$ cat config.mk
export PLATFORM = sky130hd
export DESIGN_NAME = plic_gateway
export DESIGN_NICKNAME = d
export VERILOG_FILES = /design/src/rtl/plic_pkg.sv /design/src/rtl/plic_gateway_cell.sv /design/src/rtl/plic_gateway.sv
export SDC_FILE = /design/constraint.sdc
export NUM_CORES = 1
export LEC_CHECK = 0
export ABC_AREA = 1
export ABC_CLOCK_PERIOD_IN_PS = 2000
export BUFFER_PORTS_ARGS = -buffer_cell sky130_fd_sc_hd__buf_2
export CAP_MARGIN = 20
export CELL_PAD_IN_SITES_DETAIL_PLACEMENT = 2
export CELL_PAD_IN_SITES_GLOBAL_PLACEMENT = 2
export CORE_ASPECT_RATIO = 0.75
export CORE_MARGIN = 2
export CORE_UTILIZATION = 26
export DETAILED_ROUTE_END_ITERATION = 16
export PLACE_DENSITY_LB_ADDON = 0.1
export SLEW_MARGIN = 25
export SYNTH_ARGS = -nofsm -noshare
export SYNTH_HDL_FRONTEND = slang
export SYNTH_SLANG_ARGS = --single-unit
$ cat constraint.sdc
create_clock -name clk -period 2 [get_ports clk]
set_clock_uncertainty 0.15 [all_clocks]
set_input_delay 0.6 -clock clk [delete_from_list [all_inputs] [get_ports clk]]
set_output_delay 0.6 -clock clk [all_outputs]
set_load 0.005 [all_outputs]
$ cat src/rtl/plic_pkg.sv
// Shared definitions for the PLIC interrupt gateway: cell state encoding and ID decode helper.
package plic_pkg;

  typedef enum logic [1:0] {
    IDLE    = 2'd0,
    PENDING = 2'd1,
    CLAIMED = 2'd2
  } cell_state_e;

  // One bit of the ID -> onehot decode; ID 0 and out-of-range IDs never match.
  function automatic logic id_is(input int unsigned id, input int unsigned src_id);
    return id == src_id;
  endfunction

endpackage

$ cat src/rtl/plic_gateway_cell.sv
// One interrupt source: 2-flop synchroniser, rise detect, saturating edge counter and service FSM.
module plic_gateway_cell
  import plic_pkg::*;
#(
  parameter int EDGE_CNT_BITS = 3
) (
  input  logic clk,
  input  logic rstn,
  input  logic src_i,
  input  logic el_i,
  input  logic claim_hit_i,
  input  logic complete_hit_i,
  output logic ip_o,
  output logic claimed_o
);

  localparam logic [EDGE_CNT_BITS-1:0] CNT_MAX = '1;

  logic                     s1_q, s2_q, prev_q;
  logic [EDGE_CNT_BITS-1:0] cnt_q;
  cell_state_e              state_q;
  logic                     rise;

  assign rise      = s2_q & ~prev_q;
  assign ip_o      = (state_q == PENDING);
  assign claimed_o = (state_q == CLAIMED);

  always_ff @(posedge clk) begin
    if (!rstn) begin
      s1_q    <= 1'b0;
      s2_q    <= 1'b0;
      prev_q  <= 1'b0;
      cnt_q   <= '0;
      state_q <= IDLE;
    end else begin
      s1_q   <= src_i;
      s2_q   <= s1_q;
      prev_q <= s2_q;

      // Edges arriving while busy are banked for later re-pends; level mode keeps no bank.
      if (!el_i)
        cnt_q <= '0;
      else if (rise && state_q != IDLE && cnt_q != CNT_MAX)
        cnt_q <= cnt_q + 1'b1;

      case (state_q)
        IDLE: begin
          if (el_i) begin
            if (rise)
              state_q <= PENDING;
            else if (cnt_q != '0) begin
              state_q <= PENDING;
              cnt_q   <= cnt_q - 1'b1;
            end
          end else if (s2_q) begin
            state_q <= PENDING;
          end
        end
        PENDING: if (claim_hit_i)    state_q <= CLAIMED;
        CLAIMED: if (complete_hit_i) state_q <= IDLE;
        default: state_q <= IDLE;
      endcase
    end
  end

endmodule

$ cat src/rtl/plic_gateway.sv
// PLIC gateway top: per-target in-service IDs, claim/complete arbitration and one cell per source.
module plic_gateway
  import plic_pkg::*;
#(
  parameter int SOURCES       = 8,
  parameter int SOURCES_BITS  = 4,
  parameter int TARGETS       = 1,
  parameter int EDGE_CNT_BITS = 3
) (
  input  logic                                   clk,
  input  logic                                   rstn,
  input  logic [SOURCES-1:0]                     src,
  input  logic [SOURCES:0]                       el,
  input  logic [TARGETS-1:0][SOURCES_BITS-1:0]   id,
  input  logic [TARGETS-1:0]                     claim,
  input  logic [TARGETS-1:0]                     complete,
  output logic [SOURCES-1:0]                     ip
);

  logic [TARGETS-1:0][SOURCES_BITS-1:0] svc_id_q, svc_id_d;
  logic [SOURCES-1:0] claim_hit, complete_hit, claimed;
  logic [SOURCES-1:0] claim_v, cmpl_v;
  logic               unused_el0;

  assign unused_el0 = el[0];

  // Targets are scanned in order and a source already taken this cycle is masked,
  // so the lowest-numbered target wins a contested claim.
  always_comb begin
    claim_hit    = '0;
    complete_hit = '0;
    svc_id_d     = svc_id_q;
    claim_v      = '0;
    cmpl_v       = '0;
    for (int t = 0; t < TARGETS; t++) begin
      for (int i = 0; i < SOURCES; i++) begin
        claim_v[i] = id_is(32'(id[t]), unsigned'(i + 1)) & ip[i] & ~claim_hit[i];
        cmpl_v[i]  = id_is(32'(svc_id_q[t]), unsigned'(i + 1)) & claimed[i];
      end
      if (complete[t] && |cmpl_v) begin
        complete_hit = complete_hit | cmpl_v;
        svc_id_d[t]  = '0;
      end
      if (claim[t] && !complete[t] && |claim_v) begin
        claim_hit   = claim_hit | claim_v;
        svc_id_d[t] = id[t];
      end
    end
  end

  always_ff @(posedge clk) begin
    if (!rstn) svc_id_q <= '0;
    else       svc_id_q <= svc_id_d;
  end

  for (genvar g = 0; g < SOURCES; g++) begin : g_cell
    plic_gateway_cell #(
      .EDGE_CNT_BITS (EDGE_CNT_BITS)
    ) u_cell (
      .clk            (clk),
      .rstn           (rstn),
      .src_i          (src[g]),
      .el_i           (el[g+1]),
      .claim_hit_i    (claim_hit[g]),
      .complete_hit_i (complete_hit[g]),
      .ip_o           (ip[g]),
      .claimed_o      (claimed[g])
    );
  end

endmodule
# Word level (Yosys, flattened, before mapping)

Index checks and enable logic that the tools add are counted.

Register bits after elaboration: 68
Input bits: 25
Output and inout port bits: 8
Word-level logic and storage cells: 324

$add $sub $neg: 16
Eq/ne operators: 72
Muxes and demuxes: 108
Bitwise logic cells: 32
Reductions and logical operators: 55

Operators with widths:

| kind                                                | number |
|---|---|
| 2-to-1 mux 3 bit                                    | 48 |
| 2-to-1 mux 2 bit                                    | 48 |
| case mux 2 bit (3 select lines)                     | 8 |
| equality test 4 x 3 -> 1 bit, second input constant | 8 |
| != test 2 bit, second input constant                | 16 |
| != test 4 x 2 -> 1 bit, second input constant       | 8 |
| AND reduction 4 bit                                 | 8 |
| adder 3 x 1 -> 3 bit, second input constant         | 8 |
| AND 1 bit                                           | 24 |
| != test 3 x 2 -> 1 bit, second input constant       | 8 |
| != test 3 bit, second input constant                | 8 |
| nonzero test 3 bit                                  | 8 |
| subtractor 3 x 1 -> 3 bit, second input constant    | 8 |
| logical AND 1 bit                                   | 19 |
| nonzero test 2 bit                                  | 9 |
| equality test 2 x 1 -> 1 bit, second input constant | 8 |
| equality test 2 bit, second input constant          | 8 |
| equality test 4 x 2 -> 1 bit, second input constant | 4 |
| zero test 2 bit                                     | 8 |
| 2-to-1 mux 8 bit                                    | 2 |
| OR reduction 8 bit                                  | 2 |
| equality test 4 x 1 -> 1 bit, second input constant | 2 |
| equality test 4 bit, second input constant          | 2 |
| 2-to-1 mux 4 bit                                    | 2 |
| other kinds (2)                                     | 9 |

# Longest topological paths before layout

Gate-level depths: netlist (run 1).

Word-level depth: 10
Depth in mapped cells: 11
Mapped depth without buffers: 11

# Cells and area by module

Synthesis (run 1) repeated with hierarchy kept, for this count alone.

Cells, all modules: 645
Area, all modules: 4297.9 µm²

By module, submodules not included:

| module            | instances | cells an instance | area each (µm²) | seq. area each (µm²) |
|---|---|---|---|---|
| plic_gateway_cell | 8         | 69                | 469.2           | 160.2 |
| plic_gateway      | 1         | 93                | 544.3           | 80.1 |

# Worst setup path before layout (run 1)

OpenSTA, ideal clock, no wires.

Path type: input to register
From: input id[2] (netlist name)
To: register g_cell[7].u_cell.state_q[0]
Setup time: 0.120 ns
Arrival: 1.374 ns
Data required time: 1.730 ns
Setup slack: 0.356 ns
Cell stages on the path: 9
Path buffers: 1
Cells stage by stage: nor2_1 -> nand3_1 -> nand2_1 -> nor2_1 -> nand2_2 -> buf_6 -> nand3_2 -> nand2_1 -> a21oi_2

Word-level cells in the longest chain between the ends: 7
Elaborated cells between the ends (all ways): 21
Those cells by class: 9 x eq/ne; 1 x mux; 8 x bitwise; 3 x reduce/logical

Ends and longest elaborated chain:

| element                                                    | line                    | RTL |
|---|---|---|
| from (decl)                                                | plic_gateway.sv:14      | `input logic [TARGETS-1:0][SOURCES_BITS-1:0] id,` |
| equality test 4 x 1 -> 1 bit, or another cell as far along | plic_pkg.sv:12          | `return id == src_id;` |
| AND 1 bit                                                  | plic_gateway.sv:37      | `claim_v[i] = id_is(32'(id[t]), unsigned'(i + 1)) & ip[i] & ~claim_hit[i];` |
| OR reduction 8 bit                                         | plic_gateway.sv:44      | `if (claim[t] && !complete[t] && \|claim_v) begin` |
| logical AND 1 bit                                          | plic_gateway.sv:44      |  |
| 2-to-1 mux 8 bit *                                         | plic_gateway.sv:44      |  |
| != test 2 bit (no source line) *                           | -                       |  |
| AND reduction 4 bit (no source line) *                     | -                       |  |
| to (signal assigned)                                       | plic_gateway_cell.sv:59 | `PENDING: if (claim_hit_i) state_q <= CLAIMED;` |
| to (signal assigned)                                       | plic_gateway_cell.sv:60 | `CLAIMED: if (complete_hit_i) state_q <= IDLE;` |
| to (signal assigned)                                       | plic_gateway_cell.sv:61 | `default: state_q <= IDLE;` |
| to (decl)                                                  | plic_gateway_cell.sv:21 | `cell_state_e state_q;` |

Mark *: on every way between the ends. The rest lies on a longest branch, timed or not.
A chain may end at the register's enable or synchronous reset.

# Worst setup path after layout (run 1)

From: register g_cell[2].u_cell.state_q[0]
To: output ip[2]

Word-level cells in the longest chain between the ends: 1

Ends and longest elaborated chain:

| element                      | line                    | RTL |
|---|---|---|
| from (decl)                  | plic_gateway_cell.sv:21 |  |
| from (signal assigned)       | plic_gateway_cell.sv:34 | `state_q <= IDLE;` |
| from (signal assigned)       | plic_gateway_cell.sv:50 | `state_q <= PENDING;` |
| from (signal assigned)       | plic_gateway_cell.sv:52 | `state_q <= PENDING;` |
| equality test 2 x 1 -> 1 bit | plic_gateway_cell.sv:25 | `assign ip_o = (state_q == PENDING);` |
| to (decl)                    | plic_gateway.sv:17      | `output logic [SOURCES-1:0] ip` |

Every way passes these cells.

==> results by group, run 1 <==
Status
  – Outcome: finished, final reports clean

Worst setup path
  – Worst Path Required: 1250 ps
  – Worst EP arrival: 1140 ps
  – Startpoint Class: flip-flop
  – CP Capture Type: output port
  – Crit-path max FO: 3
  – Setup Crit Path Kind: reg -> out

Global routing
  – Total gr overflow: 0
  – Largest net degree at the start of global routing: 26
  – Vias in the first global route: 4144
  – Tot GR Track Use: 15.0%
  – Initial antenna violation count: 0
  – First-pass GRT wire length: 19700 um

Layout
  – Area Overhead vs Synth: 20.2%
  – Fin util: 32.5%
  – Share of layout cells above drive strength 1: 13.1%
  – Commonest non-fill, non-tap cell in the layout: inv_1
  – N_diodes: 0
  – # nets final: 692
  – Most frequent cells in the layout: inv_1 (133), nand2_1 (99), dfxtp_1 (68), nor2_1 (67), a21oi_1 (55)

Logic synthesis
  – Flops & latches, synth: 68
  – Syn. warnings: 0
  – Seq/Total Area, Yosys: 34.4%
  – Ys async rst share: 0%
  – Distinct cells, synth: 28
  – EDFF count, synth: 0
  – Top_reg_cell synth: dfxtp_1
  – Synth Cell Area: 3950 um2
  – Syn_area_per_cell: 6.71 um2
  – Synth Instances: 589
  – Post-Syn Nets: 646

STA
  – Post-route setup TNS: 0 ps
  – Final setup viols: 0
  – Slew margin rel.: 53.2%
  – Final Worst Setup Slack: 110 ps
  – Final Max Slew Viols: 0
  – Tmin final: 1890 ps
  – Fin. Hold Viols: 0
  – Final worst path period share: 94.5%
  – Hold Slack: 274 ps
  – RSZ-0062 raised after global routing: no
  – Worst-Margin Slew: 695 ps
  – Highest Clock Rate: 0.529 GHz

CTS
  – Root buffer cell: clkbuf_16
  – Worst skew pair latency: 340 ps
  – Cts hold-fix bufs: 0
  – Clock Tree Buf Depth: 2
  – # clock sinks: 68
  – CTS clk-pin slew, worst paths: 60 ps
  – TritonCTS buffer count: 9
  – H-tree depth: 3
  – CTS tree: yes

Power
  – Power Density: 791 nW/um2
  – VDD IR max: 395 uV
  – Pwr Total: 3.76 mW
  – Lkg Pwr: 2.66 nW

Drt
  – Drt wl/cell: 13.3 um
  – DR iter-0 viols: 108
  – Total routed wirelength: 11200 um
  – Antenna-violating nets left: 0
  – Residual DRC count: 0
  – Vias: 3772
  – Via density: 4.49
  – Pre-antenna DRT Iters: 4

Die
  – Full die area: 16200 um2
  – Core Region: 14600 um2
  – # rows: 38
  – Boundary pin count: 33
  – Die W: 146 um
  – Die height: 111 um
  – Initial Utilization: 27.0%

Hold path
  – HP Class: reg -> reg

Place
  – IO buf count: 31
  – Gpl congestion: 0.815
  – Pre-CTS WS: -93.9 ps
  – Detail Placement HPWL: 8990 um

Job
  – Number of max-cap violations: 0
[what timing repair did]
action,CTS,global route
setup endpoints to repair,0,7
gates resized for setup,0,4
setup buffers,0,0
[registers in the layout, summed over array words and instances (netlist names)]
name and count:
g_cell.u_cell.s2_q 8, g_cell.u_cell.state_q 16, g_cell.u_cell.cnt_q 24, svc_id_q 4
g_cell.u_cell.s1_q 8, g_cell.u_cell.prev_q 8
[through the flow]
step | area (um2) | instances
final | 4750 | 840
after global routing | 4750 | 840
after CTS | 4740 | 840
after detailed placement | 4410 | 824
after global placement | 4410 | 824
after floorplan | 3950 | 589
[critical path, stage by stage, from the launching register on]
cell and delay (ps):
dfxtp_1 360, inv_1 60, nor2_2 210, buf_2 170
[where the power goes]
| group | switching, mW | internal (mW) |
|---|---|---|
| clock | 0.629 | 1.12 |
| sequential | 0.0452 | 1.42 |
| combinational | 0.335 | 0.205 |
| total | 1.01 | 2.75 |
[final timing paths]
| kind | from | end | slack (ps) | cells past startpoint |
|---|---|---|---|---|
| worst max-delay path | g_cell[2].u_cell.state_q[0] | ip[2] | 110 | 3 |
| worst min-delay path | g_cell[7].u_cell.s1_q | g_cell[7].u_cell.s2_q | 270 | 2 |
| worst max register to register | g_cell[5].u_cell.cnt_q[0] | g_cell[5].u_cell.cnt_q[1] | 180 | 8 |
| worst min register to register | g_cell[7].u_cell.s1_q | g_cell[7].u_cell.s2_q | 270 | 2 |
[cell type report]
class                           instances  area, um2
Sequential cell                        68       1360
Clock buffer                           10        239
Multi-Input combinational cell        371       1990
Tap cell                              200        250
Inverter                              134        503
Timing Repair Buffer                   51        318
Fill cell                            1828       9890
Clock inverter                          6       87.6
[synthesized netlist by cell type (all sizes together) (2+ instances only)]
master | n | area share [%]
ha | 32 | 10
o311ai | 2 | 0.44
inv | 133 | 13
a21oi | 58 | 7.6
o211ai | 4 | 0.76
buf | 15 | 2.7
o21ai | 25 | 3.2
nand3b | 2 | 0.38
xor2 | 2 | 0.44
xnor2 | 6 | 1.3
dfxtp | 68 | 34
nand2 | 100 | 9.6
o21a | 2 | 0.38
nand3 | 49 | 6.5
nor2 | 77 | 7.8
nor3 | 9 | 1.1
[layer usage]
layer / routed length, um / track usage [%] / vias up
met5: 0 / 0 / -
met4: 192 / 5.37 / 0
met3: 391 / 3.33 / 15
met2: 5280 / 25.4 / 45
met1: 5290 / 18.7 / 1801
li1: - / - / 1911
[cell families (layout without fill, tap and decap cells)]
family	after synthesis	in the layout	synth area share (%)
fa+ha+maj	32	32	10.1
xor+xnor	8	8	1.77
flops	68	68	34.4
buf+inv	150	201	15.5
simple gates	239	239	25.6
compound gates	92	92	12.6
Power figures use the tool's default switching activity.
==> inputs of run 2 (changes only) <==
--- a/config.mk
+++ b/config.mk
@@ -5,7 +5,6 @@
 export SDC_FILE = /design/constraint.sdc
 export NUM_CORES = 1
 export LEC_CHECK = 0
-export ABC_AREA = 1
 export ABC_CLOCK_PERIOD_IN_PS = 2000
 export BUFFER_PORTS_ARGS = -buffer_cell sky130_fd_sc_hd__buf_2
 export CAP_MARGIN = 20
==> run 2 against run 1 <==
Net effect:
- utilization up 0.38 points
- design area down 5.7%
- maximum frequency up 0.29%
- via count down 18%
- critical path depth up 4
- synthesized cell count down 28%
- cell count down 22%
- worst hold slack better by 7.6 ps
- total power up 6.7%
- non-clock buffer count up 5
- combinational power up 34%
==> results by group, run 2 <==
Power
  – Psw: 1.06 mW (was 1.01 mW)
  – Combinational share of power: 18.1% (was 14.4%)
  – Share of power burned in registers: 37.6% (was 39.0%)
  – Lkg Pwr: 1.83 nW (was 2.66 nW)
  – P_int: 2.95 mW (was 2.75 mW)
  – Power Density: 895 nW/um2 (was 791 nW/um2)
  – Pwr Total: 4.01 mW (was 3.76 mW)
  – Clock Power Share: 44.3% (was 46.6%)
  – Sw Share: 26.3% (was 26.9%)
  – VDD IR max: 366 uV (was 395 uV)

Place
  – Gpl congestion: 0.787 (was 0.815)
  – IO buf count: 31 (unchanged)
  – Detail Placement HPWL: 7810 um (was 8990 um)
  – Placed insts: 637 (was 824)
  – DP Area: 4080 um2 (was 4410 um2)

Die
  – # rows: 37 (was 38)
  – Core Region: 13700 um2 (was 14600 um2)
  – Die W: 140 um (was 146 um)
  – Full die area: 14900 um2 (was 16200 um2)
  – Initial Utilization: 26.5% (was 27.0%)
  – Boundary pin count: 33 (unchanged)
  – Die height: 106 um (was 111 um)

Drt
  – Total routed wirelength: 10200 um (was 11200 um)
  – Antenna-violating nets left: 0 (unchanged)
  – Residual DRC count: 0 (unchanged)
  – DR iter-0 viols: 146 (was 108)
  – Via density: 4.74 (was 4.49)
  – Pre-antenna DRT Iters: 7 (was 4)
  – Vias: 3099 (was 3772)
  – Drt wl/cell: 15.6 um (was 13.3 um)

CTS
  – Clock Tree Buf Depth: 2 (unchanged)
  – TritonCTS buffer count: 9 (unchanged)
  – Root buffer cell: clkbuf_16 (unchanged)
  – H-tree depth: 3 (unchanged)
  – CTS tree: yes (unchanged)
  – Worst skew pair latency: 330 ps (was 340 ps)
  – Cts hold-fix bufs: 0 (unchanged)
  – # clock sinks: 68 (unchanged)
  – CTS clk-pin slew, worst paths: 50 ps (was 60 ps)

Job
  – Number of max-cap violations: 0 (unchanged)

STA
  – Tmin final: 1880 ps (was 1890 ps)
  – Highest Clock Rate: 0.531 GHz (was 0.529 GHz)
  – Slew margin rel.: 69.3% (was 53.2%)
  – Final Max Slew Viols: 0 (unchanged)
  – Final worst path period share: 94.2% (was 94.5%)
  – Worst-Margin Slew: 455 ps (was 695 ps)
  – Final setup viols: 0 (unchanged)
  – Fin. Hold Viols: 0 (unchanged)

Layout
  – Max FFs per register: 24 (unchanged)
  – # nets final: 531 (was 692)
  – Biggest register: g_cell.u_cell.cnt_q (unchanged)
  – Share of layout cells above drive strength 1: 20.0% (was 13.1%)
  – Most frequent cells in the layout: dfxtp_1 (67), nor2_1 (47), nand2_1 (31), ha_1 (31), buf_2 (31) (was inv_1 (133), nand2_1 (99), dfxtp_1 (68), nor2_1 (67), a21oi_1 (55))
  – # fillers: 1509 (was 1828)
  – Post-route design area: 4480 um2 (was 4750 um2)
  – Area Overhead vs Synth: 24.1% (was 20.2%)
  – Layout Cells excl Fill: 654 (was 840)
  – Biggest regs: g_cell.u_cell.cnt_q: 24 flops, g_cell.u_cell.state_q: 16 flops (unchanged)
  – Commonest non-fill, non-tap cell in the layout: dfxtp_1 (was inv_1)
  – N_diodes: 0 (unchanged)

Worst setup path
  – CP top delay family: simple AND/OR/NAND/NOR gates (was flip-flops)
  – CP max stage delay: 420 ps (was 360 ps)
  – Startpoint Class: flip-flop (unchanged)
  – CP Cell Sequence: ha_1 -> ha_1 -> or3_1 -> nand2_2 -> o21ai_1 -> a221oi_2 -> nor2_1 (was inv_1 -> nor2_2 -> buf_2)
  – Crit-path slowest cell: or3_1 (was dfxtp_1)
  – Worst path bufs/invs: 0 (was 2)
  – CP Capture Type: flip-flop (was output port)
  – Crit-path max FO: 3 (unchanged)
  – Setup Crit Path Kind: reg -> reg (was reg -> out)
  – Internal reg-to-reg setup slack: 120 ps (was 180 ps)
  – Worst Path Required: 2070 ps (was 1250 ps)
  – Cell with the most instances on the worst path: ha_1
  – Worst EP arrival: 1960 ps (was 1140 ps)

Logic synthesis
  – Top_reg_cell synth: dfxtp_1 (unchanged)
  – EDFF count, synth: 0 (unchanged)
  – Post-Syn Nets: 480 (was 646)
  – Synth Cell Area: 3610 um2 (was 3950 um2)
  – Flops & latches, synth: 68 (unchanged)
  – Syn_area_per_cell: 8.54 um2 (was 6.71 um2)
  – Yosys top cell area share: 37.7% (was 34.4%)
  – Distinct cells, synth: 46 (was 28)
  – Seq/Total Area, Yosys: 37.7% (was 34.4%)
  – Synth Instances: 423 (was 589)
  – Syn. warnings: 0 (unchanged)
  – Ys async rst share: 0% (unchanged)
  – Most common cell in the synthesized netlist: dfxtp_1 (was inv_1)
  – List of most frequent post-synthesis cells: dfxtp_1 (68), nor2_1 (47), nand2_1 (34), ha_1 (32), and2_1 (24) (was inv_1 (133), nand2_1 (99), nor2_1 (70), dfxtp_1 (68), a21oi_1 (55))
  – Synth area leader: dfxtp_1 (unchanged)
  – Synth area leaders: dfxtp_1 (38%), ha_1 (11%), nor2_1 (4.9%), and2_1 (4.2%), nand2_1 (3.5%) (was dfxtp_1 (34%), inv_1 (13%), ha_1 (10%), nand2_1 (9.4%), a21oi_1 (7.0%))

Global routing
  – First-pass GRT wire length: 17200 um (was 19700 um)
  – Total gr overflow: 0 (unchanged)
  – Largest net degree at the start of global routing: 16 (was 26)
  – Initial antenna violation count: 0 (unchanged)
  – Vias in the first global route: 3414 (was 4144)
  – Tot GR Track Use: 14.5% (was 15.0%)

Hold path
  – HP Class: reg -> reg (unchanged)

Status
  – Outcome: finished, final reports clean (unchanged)
-- run 2: changes by cell type after synthesis, sizes merged, moves of 6 or more --
| cell | before | now |
|---|---|---|
| inv | 133 | 22 |
| nand2 | 100 | 34 |
| a21oi | 58 | 14 |
| nand3 | 49 | 20 |
| nor2 | 77 | 48 |
| and2 | 0 | 25 |
| nand2b | 0 | 19 |
| nor2b | 0 | 18 |
| a221oi | 0 | 12 |
| o21ai | 25 | 13 |
| nor3b | 0 | 7 |
| nand4 | 1 | 7 |
-- run 2: what timing repair did --
| action | in CTS | in global routing |
|---|---|---|
| buffers inserted | 0 | 1 |
| pin swaps | 0 | 2 |
| endpoints found under the setup margin | 1 | 7 |
| resized for setup | 1 | 15 |
-- run 2: kinds of logic (layout without fill, tap and decap cells) --
logic type	after synthesis	count (layout)	share of synthesized area, %
adder cells (fa/ha/maj)	32	32	11.1
AND/OR/NAND/NOR	212	212	31.5
flip-flops	68	68	37.7
buffers and inverters	39	95	4.95
XOR/XNOR	7	7	1.70
AO/OA/AOI/OAI	64	64	12.8
multiplexers	1	1	0.312
-- run 2: final cells by class --
class	count	area (um2)	area share (%)
multi-input cells	316	2140	47.6
flip-flops and latches	68	1360	30.4
repair buffers	56	343	7.65
clock buffers	12	267	5.94
well taps	175	219	4.88
inverters	23	86.3	1.93
clock inverters	4	70.1	1.56
-- run 2: worst reg2reg max path, delay by kind of cell (launching register included) --
family | cells | cell delay, ps
AND/OR/NAND/NOR | 3 | 580
adder cells (fa/ha/maj) | 2 | 400
flip-flops | 1 | 330
AO/OA/AOI/OAI | 2 | 310
-- run 2: per-stage QoR --
| step | hold slack [ps] | TNS, ps | worst slack, ps | utilization, % |
|---|---|---|---|---|
| 3_5_place_dp | 274 | -581 | -145 | 29.8 |
| 3_3_place_gp | 268 | -424 | -110 | 29.8 |
| 5_1_grt | 306 | -13.0 | -7.98 | 32.8 |
| 2_1_floorplan | 262 | 0 | 187 | - |
| 4_1_cts | 287 | 0 | 38.4 | 32.3 |
| 6_report | 281 | 0 | 115 | 32.8 |
-- run 2: path summary, 6_finish.rpt --
kind                             start                   endpoint  depth (start not counted)
min              g_cell[7].u_cell.s1_q      g_cell[7].u_cell.s2_q                          1
max          g_cell[3].u_cell.cnt_q[0]  g_cell[3].u_cell.cnt_q[2]                          7
max reg2reg  g_cell[3].u_cell.cnt_q[0]  g_cell[3].u_cell.cnt_q[2]                          7
min reg2reg      g_cell[7].u_cell.s1_q      g_cell[7].u_cell.s2_q                          1
-- run 2: power groups by stage --
stage | sequential [mW] | combinational (mW) | clock [mW]
final | 1.51 | 0.725 | 1.78
after global routing | 1.52 | 0.839 | 1.91
after CTS | 1.51 | 0.713 | 1.85
after detailed placement | 1.54 | 0.705 | 0
after global placement | 1.53 | 0.679 | 0
after floorplan | 1.52 | 0.511 | 0
-- run 2: layer usage --
layer / share of wire (%) / track usage, %
met4: 0.94 / 3.46
met2: 46 / 23.7
met3: 2.2 / 3.29
met1: 51 / 19.6
met5: 0 / 0
==> inputs of run 3 (changes only) <==
--- a/config.mk
+++ b/config.mk
@@ -13,7 +13,9 @@
 export CORE_ASPECT_RATIO = 0.75
 export CORE_MARGIN = 2
 export CORE_UTILIZATION = 26
+export CTS_CLUSTER_SIZE = 30
 export DETAILED_ROUTE_END_ITERATION = 16
+export GPL_TIMING_DRIVEN = 0
 export PLACE_DENSITY_LB_ADDON = 0.1
 export SLEW_MARGIN = 25
 export SYNTH_ARGS = -nofsm -noshare
==> run 3 against run 2 <==
Net effect:
- clock power is 8% lower
- design area is 1.8% lower
- the flow now finishes with violations (design-rule violations)
- flip-flop and latch count stayed put
- worst setup slack worse by 47 ps
- total power is 3.7% lower
- combinational power hardly changed
- wire length is 2.6% lower
- critical path type is now reg -> out
==> results by group, run 3 (same netlist as run 2, synthesis figures left out) <==
Layout
  – Max FFs per register: 24 (unchanged)
  – Most frequent cells in the layout: dfxtp_1 (66), nor2_1 (47), nand2_1 (31), buf_2 (31), ha_1 (31) (was dfxtp_1 (67), nor2_1 (47), nand2_1 (31), ha_1 (31), buf_2 (31))
  – N_diodes: 0 (unchanged)
  – Multi-input gate area: 2190 um2 (was 2140 um2)
  – Area Overhead vs Synth: 21.8% (was 24.1%)
  – Biggest regs: g_cell.u_cell.cnt_q: 24 flops, g_cell.u_cell.state_q: 16 flops (unchanged)
  – Biggest register: g_cell.u_cell.cnt_q (unchanged)
  – Post-route design area: 4400 um2 (was 4480 um2)
  – # nets final: 520 (was 531)
  – Seq. cell area: 1360 um2 (about the same)
  – # fillers: 1549 (was 1509)
  – Commonest non-fill, non-tap cell in the layout: dfxtp_1 (unchanged)
  – Share of layout cells above drive strength 1: 17.8% (was 20.0%)

Die
  – Full die area: 14900 um2 (unchanged)
  – # rows: 37 (unchanged)
  – Boundary pin count: 33 (unchanged)
  – Die W: 140 um (unchanged)
  – Initial Utilization: 26.5% (unchanged)
  – Core Region: 13700 um2 (unchanged)
  – Die height: 106 um (unchanged)

STA
  – RSZ-0062 raised after global routing: no
  – Final worst path period share: 96.6% (was 94.2%)
  – Highest Clock Rate: 0.518 GHz (was 0.531 GHz)
  – Final setup viols: 0 (unchanged)
  – Final Max Slew Viols: 0 (unchanged)
  – Final Worst Setup Slack: 68.0 ps (was 115 ps)
  – Slew margin rel.: 63.2% (was 69.3%)
  – Worst-Margin Slew: 551 ps (was 455 ps)
  – Tmin final: 1930 ps (was 1880 ps)
  – Fin. Hold Viols: 0 (unchanged)

CTS
  – Post-CTS Setup Bufs: 0 (unchanged)
  – H-tree depth: 3 (unchanged)
  – CTS clk-pin slew, worst paths: 50 ps (about the same)
  – TritonCTS buffer count: 9 (unchanged)
  – CTS tree: yes (unchanged)
  – Clock Tree Buf Depth: 2 (unchanged)
  – Worst skew pair latency: 330 ps (about the same)
  – Root buffer cell: clkbuf_16 (unchanged)
  – # clock sinks: 68 (unchanged)

Drt
  – Drt wl/cell: 15.4 um (was 15.6 um)
  – Vias: 3127 (was 3099)
  – Total routed wirelength: 9910 um (was 10200 um)
  – DR iter-0 viols: 92 (was 146)
  – Antenna-violating nets left: 0 (unchanged)
  – Via density: 4.87 (was 4.74)
  – Residual DRC count: 2 (was 0)
  – Pre-antenna DRT Iters: 10 (was 7)

Power
  – Power Density: 877 nW/um2 (was 895 nW/um2)
  – VDD IR max: 404 uV (was 366 uV)
  – Lkg Pwr: 1.75 nW (was 1.83 nW)
  – Pwr Total: 3.86 mW (was 4.01 mW)

Worst setup path
  – Capturing point of the worst reg2reg path: g_cell[7].u_cell.state_q[1] (was g_cell[3].u_cell.cnt_q[2])
  – Reg2Reg Depth: 7 (unchanged)
  – Internal reg-to-reg setup slack: 90 ps (was 120 ps)
  – CP Capture Type: output port (was flip-flop)
  – CP Cell Sequence: and2b_1 -> buf_4 -> buf_2 (was ha_1 -> ha_1 -> or3_1 -> nand2_2 -> o21ai_1 -> a221oi_2 -> nor2_1)
  – Crit-path max FO: 5 (was 3)
  – Worst reg2reg startpoint: svc_id_q[2] (was g_cell[3].u_cell.cnt_q[0])
  – Worst Path Required: 1250 ps (was 2070 ps)
  – Worst EP arrival: 1180 ps (was 1960 ps)
  – Startpoint Class: flip-flop (unchanged)
  – Setup Crit Path Kind: reg -> out (was reg -> reg)
  – CP max stage delay: 380 ps (was 420 ps)
  – Crit-path slowest cell: dfxtp_1 (was or3_1)

Place
  – Pre-CTS WS: -336 ps (was -145 ps)
  – DP Area: 3980 um2 (was 4080 um2)
  – Gpl congestion: 0.769 (was 0.787)
  – Detail Placement HPWL: 7650 um (was 7810 um)
  – IO buf count: 29 (was 31)

Global routing
  – Largest net degree at the start of global routing: 11 (was 16)
  – Tot GR Track Use: 14.1% (was 14.5%)
  – Vias in the first global route: 3305 (was 3414)
  – First-pass GRT wire length: 16600 um (was 17200 um)
  – Initial antenna violation count: 0 (unchanged)
  – Total gr overflow: 0 (unchanged)

Hold path
  – Worst hold path depth: 1 (unchanged)
  – HP Class: reg -> reg (unchanged)
  – Hold Path End: g_cell[7].u_cell.s2_q (unchanged)
  – Hold Startpoint: g_cell[7].u_cell.s1_q (unchanged)

Job
  – Number of max-cap violations: 0 (unchanged)

Status
  – Outcome: finished with violations (was finished, final reports clean)
  – Failing checks: design-rule violations
## run 3: cell count changes in the layout (fill, tap and decap cells not counted), sizes merged
cell,delta
buf,-17
clkbuf,+8
clkinv,-2
bufinv,-1
## run 3: power breakdown
part | internal [mW] | switching, mW | total (mW) | leakage (nW)
Sequential | 1.44 | 0.0691 | 1.51 | 0.555
Clock | 1.06 | 0.566 | 1.63 | 0.149
Combinational | 0.324 | 0.400 | 0.724 | 1.05
Total | 2.83 | 1.04 | 3.86 | 1.75
## run 3: layout make-up
cell class | count | area share (%)
Buffer | 16 | 2.13
Clock buffer | 14 | 6.23
Clock inverter | 1 | 0.682
Inverter | 23 | 1.96
Multi-Input combinational cell | 316 | 49.7
Sequential cell | 68 | 31.0
Tap cell | 175 | 4.97
Timing Repair Buffer | 29 | 3.30
## run 3: how the worst max path moves through the flow
stage	endpoint	slack, ps	cells after the start	from
5_1_grt	g_cell[7].u_cell.cnt_q[2]	7	7	g_cell[7].u_cell.cnt_q[0]
4_1_cts	g_cell[5].u_cell.cnt_q[1]	10	4	rstn
2_1_floorplan	g_cell[7].u_cell.state_q[0]	190	5	id[2]
6_report	ip[0]	70	3	g_cell[0].u_cell.state_q[1]
3_3_place_gp	svc_id_q[3]	-270	7	id[3]
3_5_place_dp	g_cell[5].u_cell.cnt_q[1]	-340	4	rstn
## run 3: per-layer routing
metal | global-route usage, % | share of wire, %
met1 | 19.4 | 52
met2 | 22.4 | 45
met3 | 3.24 | 2.3
met4 | 3.68 | 0.85
met5 | 0 | 0
## run 3: critical path: cells and delay by family (launching register included)
family	cells	cell delay [ps]
buf+inv	2	240
flops	1	380
simple gates	1	230
## run 3: metrics by stage
stage	std cells	utilization (%)	setup TNS, ps	hold WS [ps]
after detailed placement	627	29.1	-5890	276
after global routing	642	32.2	0	304
after global placement	627	29.1	-4480	270
after floorplan	423	-	0	262
final	642	32.2	0	282
after CTS	642	31.5	0	289
## run 3: repair_timing
item / CTS / global route
hold buffers: 0 / 0
pin swaps: 0 / 7
endpoints found under the setup margin: 7 / 19
gates resized for setup: 7 / 21
